--- config.mk ---
export PLATFORM = sky130hd
export DESIGN_NAME = alu_op_sequencer_flat
export DESIGN_NICKNAME = d
export VERILOG_FILES = /design/src/rtl/alu_op_sequencer_if.sv /design/src/rtl/alu_op_sequencer.sv /design/src/flat_wrapper.sv
export SDC_FILE = /design/constraint.sdc
export NUM_CORES = 1
export LEC_CHECK = 0
export BUFFER_PORTS_ARGS = -buffer_cell sky130_fd_sc_hd__buf_2
export CAP_MARGIN = 0
export CORE_MARGIN = 2
export CORE_UTILIZATION = 54
export DETAILED_ROUTE_END_ITERATION = 8
export GPL_TIMING_DRIVEN = 0
export PLACE_DENSITY = 0.75
export SETUP_SLACK_MARGIN = 0.5
export SLEW_MARGIN = 20
export SYNTH_ARGS = -nofsm -noshare
export SYNTH_HDL_FRONTEND = slang
export SYNTH_SLANG_ARGS = --single-unit
--- constraint.sdc ---
create_clock -name clk -period 1.9 [get_ports clk]
set_input_delay 0.19 -clock clk [delete_from_list [all_inputs] [get_ports clk]]
set_output_delay 0.19 -clock clk [all_outputs]
set_load 0.02 [all_outputs]
--- src/rtl/alu_op_sequencer_if.sv ---
// Bundle of the operand and button inputs and the held ALU-facing outputs of alu_op_sequencer.
// The slave modport is the sequencer; the master modport is whoever drives switches and buttons.
interface alu_op_sequencer_if #(
  parameter int N = 4
);
  logic [N-1:0] sw_num;
  logic [3:0]   btn_n;
  logic [1:0]   mode_sw;
  logic [N-1:0] A_num;
  logic [N-1:0] B_num;
  logic [3:0]   operations_buttons;
  logic [1:0]   change_mode;
  logic [1:0]   seq_state;
  logic         result_valid;

  modport master (
    output sw_num, btn_n, mode_sw,
    input  A_num, B_num, operations_buttons, change_mode, seq_state, result_valid
  );

  modport slave (
    input  sw_num, btn_n, mode_sw,
    output A_num, B_num, operations_buttons, change_mode, seq_state, result_valid
  );
endinterface

--- src/rtl/alu_op_sequencer.sv ---
// Debounces four active-low buttons and steps through load A / load B / select op,
// presenting registered, stable operands and operation code to the combinational ALU.
module alu_op_sequencer #(
  parameter int N               = 4,
  parameter int DEBOUNCE_CYCLES = 500000
) (
  input logic               clk,
  input logic               rst,
  alu_op_sequencer_if.slave bus
);

  localparam int CW = (DEBOUNCE_CYCLES > 1) ? $clog2(DEBOUNCE_CYCLES) : 1;
  localparam logic [CW-1:0] CNT_MAX = CW'(DEBOUNCE_CYCLES - 1);

  typedef enum logic [1:0] {
    LOAD_A    = 2'b00,
    LOAD_B    = 2'b01,
    SELECT_OP = 2'b10,
    SHOW      = 2'b11
  } state_e;

  logic [3:0]    sync1_q, sync2_q;
  logic [3:0]    deb_q, deb_d, deb_dly_q;
  logic [3:0]    press_q;
  logic [CW-1:0] cnt_q [4];
  logic [CW-1:0] cnt_d [4];

  logic          evt_vld_s;
  logic [1:0]    evt_idx_s;
  logic          op_ok_s;

  state_e        state_q, state_d;
  logic [N-1:0]  a_q, a_d, b_q, b_d;
  logic [3:0]    ops_q, ops_d;
  logic [1:0]    mode_q, mode_d;
  logic          valid_q, valid_d;

  // Synchroniser, debounce state and registered falling-edge (press) pulse.
  always_ff @(posedge clk) begin
    if (rst) begin
      sync1_q   <= 4'hF;
      sync2_q   <= 4'hF;
      deb_q     <= 4'hF;
      deb_dly_q <= 4'hF;
      press_q   <= 4'h0;
      for (int i = 0; i < 4; i++) cnt_q[i] <= '0;
    end else begin
      sync1_q   <= bus.btn_n;
      sync2_q   <= sync1_q;
      deb_q     <= deb_d;
      deb_dly_q <= deb_q;
      press_q   <= deb_dly_q & ~deb_q;
      for (int i = 0; i < 4; i++) cnt_q[i] <= cnt_d[i];
    end
  end

  // A level is accepted only after it differs from the debounced level for DEBOUNCE_CYCLES cycles.
  always_comb begin
    deb_d = deb_q;
    for (int i = 0; i < 4; i++) begin
      cnt_d[i] = '0;
      if (sync2_q[i] != deb_q[i]) begin
        if (cnt_q[i] == CNT_MAX) begin
          deb_d[i] = sync2_q[i];
          cnt_d[i] = '0;
        end else begin
          cnt_d[i] = cnt_q[i] + CW'(1);
        end
      end else begin
        cnt_d[i] = '0;
      end
    end
  end

  // Lowest-index press wins; simultaneous higher-index presses are dropped.
  always_comb begin
    evt_vld_s = (press_q != 4'h0);
    if (press_q[0]) begin
      evt_idx_s = 2'd0;
    end else if (press_q[1]) begin
      evt_idx_s = 2'd1;
    end else if (press_q[2]) begin
      evt_idx_s = 2'd2;
    end else if (press_q[3]) begin
      evt_idx_s = 2'd3;
    end else begin
      evt_idx_s = 2'd0;
    end
  end

  assign op_ok_s = (bus.mode_sw != 2'b11);

  // State and held output registers.
  always_ff @(posedge clk) begin
    if (rst) begin
      state_q <= LOAD_A;
      a_q     <= '0;
      b_q     <= '0;
      ops_q   <= 4'b1111;
      mode_q  <= 2'b00;
      valid_q <= 1'b0;
    end else begin
      state_q <= state_d;
      a_q     <= a_d;
      b_q     <= b_d;
      ops_q   <= ops_d;
      mode_q  <= mode_d;
      valid_q <= valid_d;
    end
  end

  // Next-state logic; the FSM only moves on an accepted press.
  always_comb begin
    state_d = state_q;
    if (evt_vld_s) begin
      case (state_q)
        LOAD_A:    state_d = LOAD_B;
        LOAD_B:    state_d = SELECT_OP;
        SELECT_OP: state_d = op_ok_s ? SHOW : SELECT_OP;
        SHOW:      state_d = op_ok_s ? SHOW : LOAD_A;
        default:   state_d = LOAD_A;
      endcase
    end else begin
      state_d = state_q;
    end
  end

  // Output next values; A/B survive a restart until they are reloaded.
  always_comb begin
    a_d     = a_q;
    b_d     = b_q;
    ops_d   = ops_q;
    mode_d  = mode_q;
    valid_d = (state_d == SHOW);
    if (evt_vld_s) begin
      case (state_q)
        LOAD_A: a_d = bus.sw_num;
        LOAD_B: b_d = bus.sw_num;
        SELECT_OP, SHOW: begin
          if (op_ok_s) begin
            ops_d  = ~(4'b0001 << evt_idx_s);
            mode_d = bus.mode_sw;
          end else if (state_q == SHOW) begin
            ops_d  = 4'b1111;
          end else begin
            ops_d  = ops_q;
          end
        end
        default: ops_d = 4'b1111;
      endcase
    end else begin
      ops_d = ops_q;
    end
  end

  assign bus.A_num              = a_q;
  assign bus.B_num              = b_q;
  assign bus.operations_buttons = ops_q;
  assign bus.change_mode        = mode_q;
  assign bus.seq_state          = state_q;
  assign bus.result_valid       = valid_q;

endmodule

--- src/flat_wrapper.sv ---
// flat-port wrapper written by rule: the top's interface ports become plain ports
module alu_op_sequencer_flat 
#(
  parameter int N               = 4,
  parameter int DEBOUNCE_CYCLES = 500000
)
  (clk, rst, bus_sw_num, bus_btn_n, bus_mode_sw, bus_A_num, bus_B_num, bus_operations_buttons, bus_change_mode, bus_seq_state, bus_result_valid);
  alu_op_sequencer_if #(.N(N)) bus_i ();
  input logic clk;
  input logic rst;
  input wire logic [$bits(bus_i.sw_num)-1:0] bus_sw_num;
  input wire logic [$bits(bus_i.btn_n)-1:0] bus_btn_n;
  input wire logic [$bits(bus_i.mode_sw)-1:0] bus_mode_sw;
  output wire logic [$bits(bus_i.A_num)-1:0] bus_A_num;
  output wire logic [$bits(bus_i.B_num)-1:0] bus_B_num;
  output wire logic [$bits(bus_i.operations_buttons)-1:0] bus_operations_buttons;
  output wire logic [$bits(bus_i.change_mode)-1:0] bus_change_mode;
  output wire logic [$bits(bus_i.seq_state)-1:0] bus_seq_state;
  output wire logic [$bits(bus_i.result_valid)-1:0] bus_result_valid;
  assign bus_i.sw_num = bus_sw_num;
  assign bus_i.btn_n = bus_btn_n;
  assign bus_i.mode_sw = bus_mode_sw;
  assign bus_A_num = bus_i.A_num;
  assign bus_B_num = bus_i.B_num;
  assign bus_operations_buttons = bus_i.operations_buttons;
  assign bus_change_mode = bus_i.change_mode;
  assign bus_seq_state = bus_i.seq_state;
  assign bus_result_valid = bus_i.result_valid;
  alu_op_sequencer #(.N(N), .DEBOUNCE_CYCLES(DEBOUNCE_CYCLES)) u_core (.clk(clk), .rst(rst), .bus(bus_i));
endmodule
# Yosys cells after proc, flatten, opt, wreduce, memory -nomap -nowiden

Memory sizes are Yosys's and may differ from the RTL's.
Cells that the tools add are included.
W data, S select, Z words.

Bits in registers: 37
Bits in latches: 0
Bits in writable memories: 76
ROM bits: 0
Memories: 1

Memories:

| memory       | words | bits a word | read ports | clocked after Yosys merged registers in | wr ports | line                   | RTL |
|---|---|---|---|---|---|---|---|
| u_core.cnt_q | 4     | 19          | 4          | 0                                       | 4        | alu_op_sequencer.sv:25 | `logic [CW-1:0] cnt_q [4];` |

Add/sub/neg operators: 4
Multiply operators: 0
Div/mod/pow operators: 0
$lt $le $gt $ge: 0
Equal/unequal tests: 13
Shift-type cells: 1
Mux-type cells: 25
Bitwise logic cells: 7
Reductions and logical operators: 12

Operator list:

| operator                | number |
|---|---|
| $mux W19                | 12 |
| $add A19 B1 Y19 const B | 4 |
| $eq A19 B19 Y1 const B  | 4 |
| $mux W2                 | 6 |
| $reduce_and A2 Y1       | 6 |
| $mux W4                 | 2 |
| $not A4 Y4              | 2 |
| $pmux W2 S4             | 1 |
| $eq A2 B2 Y1 const B    | 3 |
| $reduce_and A3 Y1       | 2 |
| $and A4 B4 Y4           | 1 |
| $mux W1                 | 4 |
| $ne A1 B1 Y1            | 4 |
| $or A1 B1 Y1            | 4 |
| $reduce_bool A4 Y1      | 1 |
| $shl A1 B2 Y4 const A   | 1 |
| $eq A2 B1 Y1 const B    | 1 |
| $logic_not A2 Y1        | 1 |
| $ne A2 B2 Y1 const B    | 1 |
| $reduce_bool A2 Y1      | 1 |
| $reduce_or A2 Y1        | 1 |

# Longest topological paths before layout

Depth in word-level cells: 7
Mapped depth: 7
Depth with buffers taken out: 5

# Worst setup path after synthesis

No wires, ideal clock.

Path type: flip-flop to flip-flop
Start point: memory u_core.cnt_q[3][5] (netlist bit)
End point: memory u_core.cnt_q[3][9] (netlist bit)
Setup time: 0.115 ns
Arrival time: 1.785 ns
Required time: 1.785 ns
Setup slack: 0.000 ns
Cell stages (with the launch flop): 6
Buffers on the path: 1
Clock period less this slack: 1.900 ns
Cell sequence: dfxtp_1 or4b_1 or4_4 o21bai_4 buf_6 nor2_1

RTL lines:

| what               | line |
|---|---|
| start: declaration | alu_op_sequencer.sv:25 |

==> results.py <==
metrics = {
    "yosys": {
        "synthFlopType": "dfxtp_1",
        "synth_area_leader_cell": "dfxtp_1",
        "synth.cell_area_sq_mm": 0.00473,
        "avgSynthCellArea_sq_um": 8.90,
        "yosys_warnings": 0,
        "ys_seq_area_share_pct": 47.9,
        "synth_edf_count": 0,
        "synthCells": 531,
        "synth.distinct_cells": 45,
        "async_flop_share_pct": 0,
        "yosys_register_bits": 113,
        "syn_nets": 547,
        "yosysTopAreaCellShare_pct": 47.9,
        "synth_area_leaders": "dfxtp_1 (48%), nor2_1 (7.5%), xnor2_1 (6.7%)",
    },
    "pwr": {
        "leakage_nw": 2.45,
        "switching_share_pct": 21.0,
        "pwr-share-comb_pct": 2.3,
        "p_seq_share_pct": 44.8,
        "pwr-share-clk_pct": 52.9,
        "p_int_mw": 4.17,
        "peakVddDrop_mv": 0.559,
        "powerDensity_mw_per_mm2": 753,
        "switchingPower_mw": 1.11,
    },
    "timing": {
        "fmax_mhz": 531,
        "hold_viol": 0,
        "drv_slew": 0,
        "slew_headroom_pct": 65.8,
        "skew_ns": 0.00884,
        "setup_viol": 0,
        "setup_ws_ns": 0.0181,
        "finalCritPeriodShare_pct": 99.0,
        "post-route-min-period_ns": 1.88,
        "rsz0062_at_grt": "true",
        "worst_slew_pin_slew_ns": 0.513,
    },
    "setup_path": {
        "cp.arrival_ns": 2.28,
        "crit_path_end_kind": "register",
        "crit_fanout": 6,
        "path_buf_inv": 1,
        "worstPathCellList": "or4b_1 > or4_4 > o21bai_4 > buf_6 > a21oi_2",
        "critPathLaunchType": "register",
        "slowest_delay_ns": 0.57,
        "crit_required_ns": 2.30,
        "critPathKind": "reg2reg",
        "cp_slowest_cell": "or4_4",
        "cp_top_family": "simple AND/OR/NAND/NOR gates",
    },
    "layout": {
        "n_antenna_cell": 0,
        "num-fill-cells": 479,
        "area_delta_synth_final_pct": 48.5,
        "layout_commonest_cell": "dfxtp_1",
        "layout.nets": 661,
        "most-common-layout-cells": "dfxtp_1 (66), nor2_1 (53), buf_4 (44)",
        "finalNonFillerCells": 763,
        "drive_gt1_share_pct": 44.7,
        "multi_input_area_sq_mm": 0.00302,
        "regArea_sq_mm": 0.00236,
    },
    "die": {
        "start_util_pct": 55.0,
        "core_area_sq_mm": 0.00859,
        "die_y_um": 97.6,
        "fp.dieW_um": 97.6,
        "ios": 29,
        "die-area_sq_mm": 0.00952,
        "rows": 34,
    },
    "clocking": {
        "ctsHtreeMaxLevel": 4,
        "clk_pin_slew_worst_paths_ns": 0.05,
        "cts_buffers": 17,
        "tritoncts": "done",
        "cts.sinks": 113,
        "clockBufferDepth": 2,
        "root_buffer": "clkbuf_8",
        "clk_latency_ns": 0.52,
    },
    "routing": {
        "met1_length_um": 5620,
        "drt-initial-drc-count": 172,
        "top_layer": "met4",
        "met2RoutedLength_um": 6920,
        "routed_wl_um": 13700,
        "dr_wl_met3_um": 789,
        "ant_nets": 0,
        "drc": 0,
        "vias_per_cell": 5.82,
        "wl_per_cell_um": 17.9,
        "firstDrtPassIters": 5,
        "num_vias": 4437,
    },
    "placed_design": {
        "port_buffers": 28,
        "place_congestion": 0.793,
        "hpwl_um": 6290,
        "dp.cells": 667,
        "place_ws_ns": -0.209,
    },
    "run_status": {
        "status": "completed",
    },
    "grt": {
        "grt_antenna_before_repair": 0,
        "grt.total_usage_pct": 25.6,
        "overflow": 0,
        "first_global_vias": 4182,
        "grt_pass1_wl_um": 19900,
        "grt_max_degree": 17,
    },
    "run": {
        "max_cap_viol_count": 0,
    },
    "worst_hold_path": {
        "hp-class": "in2reg",
    },
}
## sequential cells by signal, summed over array words and instances (netlist names)
name,flops
u_core.bus.A_num,4
u_core.bus.B_num,4
u_core.bus.change_mode,2
u_core.bus.operations_buttons,4
u_core.bus.result_valid,1
u_core.bus.seq_state,2
u_core.cnt_q,76
u_core.deb_dly_q,4
u_core.deb_q,4
u_core.press_q,4
u_core.sync1_q,4
u_core.sync2_q,4
## worst paths after layout
check | startpoint | end | slack [ns] | depth (start not counted)
worst min register to register | u_core.sync1_q[1] | u_core.sync2_q[1] | 0.41 | 1
worst min-delay path | rst | u_core.cnt_q[0][2] | 0.04 | 3
worst max register to register | u_core.cnt_q[3][9] | u_core.cnt_q[3][16] | 0.02 | 5
worst max-delay path | u_core.cnt_q[3][9] | u_core.cnt_q[3][16] | 0.02 | 5
## cell usage after synthesis, types with 4 or more instances
| cell | instances |
|---|---|
| and2_1 | 5 |
| xnor2_1 | 36 |
| or3_1 | 9 |
| or2_2 | 11 |
| or4_1 | 6 |
| inv_1 | 16 |
| xor2_1 | 21 |
| o21ai_0 | 11 |
| nand4_1 | 20 |
| nor3_1 | 15 |
| and4_1 | 4 |
| dfxtp_1 | 113 |
| nand2_1 | 25 |
| mux2i_1 | 14 |
| and3_1 | 10 |
| a21oi_1 | 18 |
| nor4b_1 | 5 |
| nor4_1 | 12 |
| nor2_1 | 95 |
| clkbuf_1 | 16 |
| nand3_1 | 31 |
| ha_1 | 4 |
| nor3b_1 | 5 |
## power by group through the flow
stage / logic, mW / clock network [mW] / registers (mW)
floorplan: 0.0399 / 0 / 2.44
global placement: 0.0668 / 0 / 2.44
detailed placement: 0.0683 / 0 / 2.44
CTS: 0.103 / 2.79 / 2.38
global route: 0.130 / 2.92 / 2.37
finish: 0.121 / 2.79 / 2.37
## cells by family after synthesis
logic type                 share of synthesized area (%)
xor gates and xnor gates                            10.6
and+or+nand+nor                                     28.8
DFF                                                 47.9
adders and majority gates                           1.06
AOI/OAI and AO/OA                                   5.85
buffers and inverters                               2.86
muxes                                               2.97
## through the flow
step                cell area [sq um]  hold slack (ns)  util (%)  setup TNS (ns)  power (mW)
floorplan                        4930            0.294         -               0        2.48
global placement                 5210            0.381      60.6           -2.70        2.51
detailed placement               5210            0.382      60.6           -2.93        2.51
CTS                              6480           0.0208      75.4         -0.0390        5.27
global route                     7020           0.0375      81.6          -0.497        5.42
finish                           7020           0.0436      81.6               0        5.28
## worst reg2reg max path, cell delays in order (launching register included)
cell,delay [ns]
dfxtp_2,0.32
or4b_1,0.51
or4_4,0.57
o21bai_4,0.17
buf_6,0.16
a21oi_2,0.04
## layout make-up
type / count / area share [%]
flip-flops and latches: 113 / 33.7
well taps: 108 / 1.93
multi-input cells: 384 / 43.1
clock buffers: 21 / 6.40
plain buffers: 17 / 2.57
inverters: 17 / 0.910
clock inverters: 8 / 0.927
repair buffers: 95 / 10.5
## layer usage
layer	vias to the layer above	global-route usage, %
li1	2075	-
met1	2147	30.6
met2	174	43.3
met3	41	7.27
met4	0	10.6
met5	-	0
## what timing repair did
action,4_1_cts,5_1_grt
endpoints found under the hold margin,12,0
pin swaps,52,40
resized for setup,93,125
cloned,4,0
setup endpoints to repair,84,88
setup buffers,42,13
hold buffers,8,0
(Power assumes the default switching activity.)
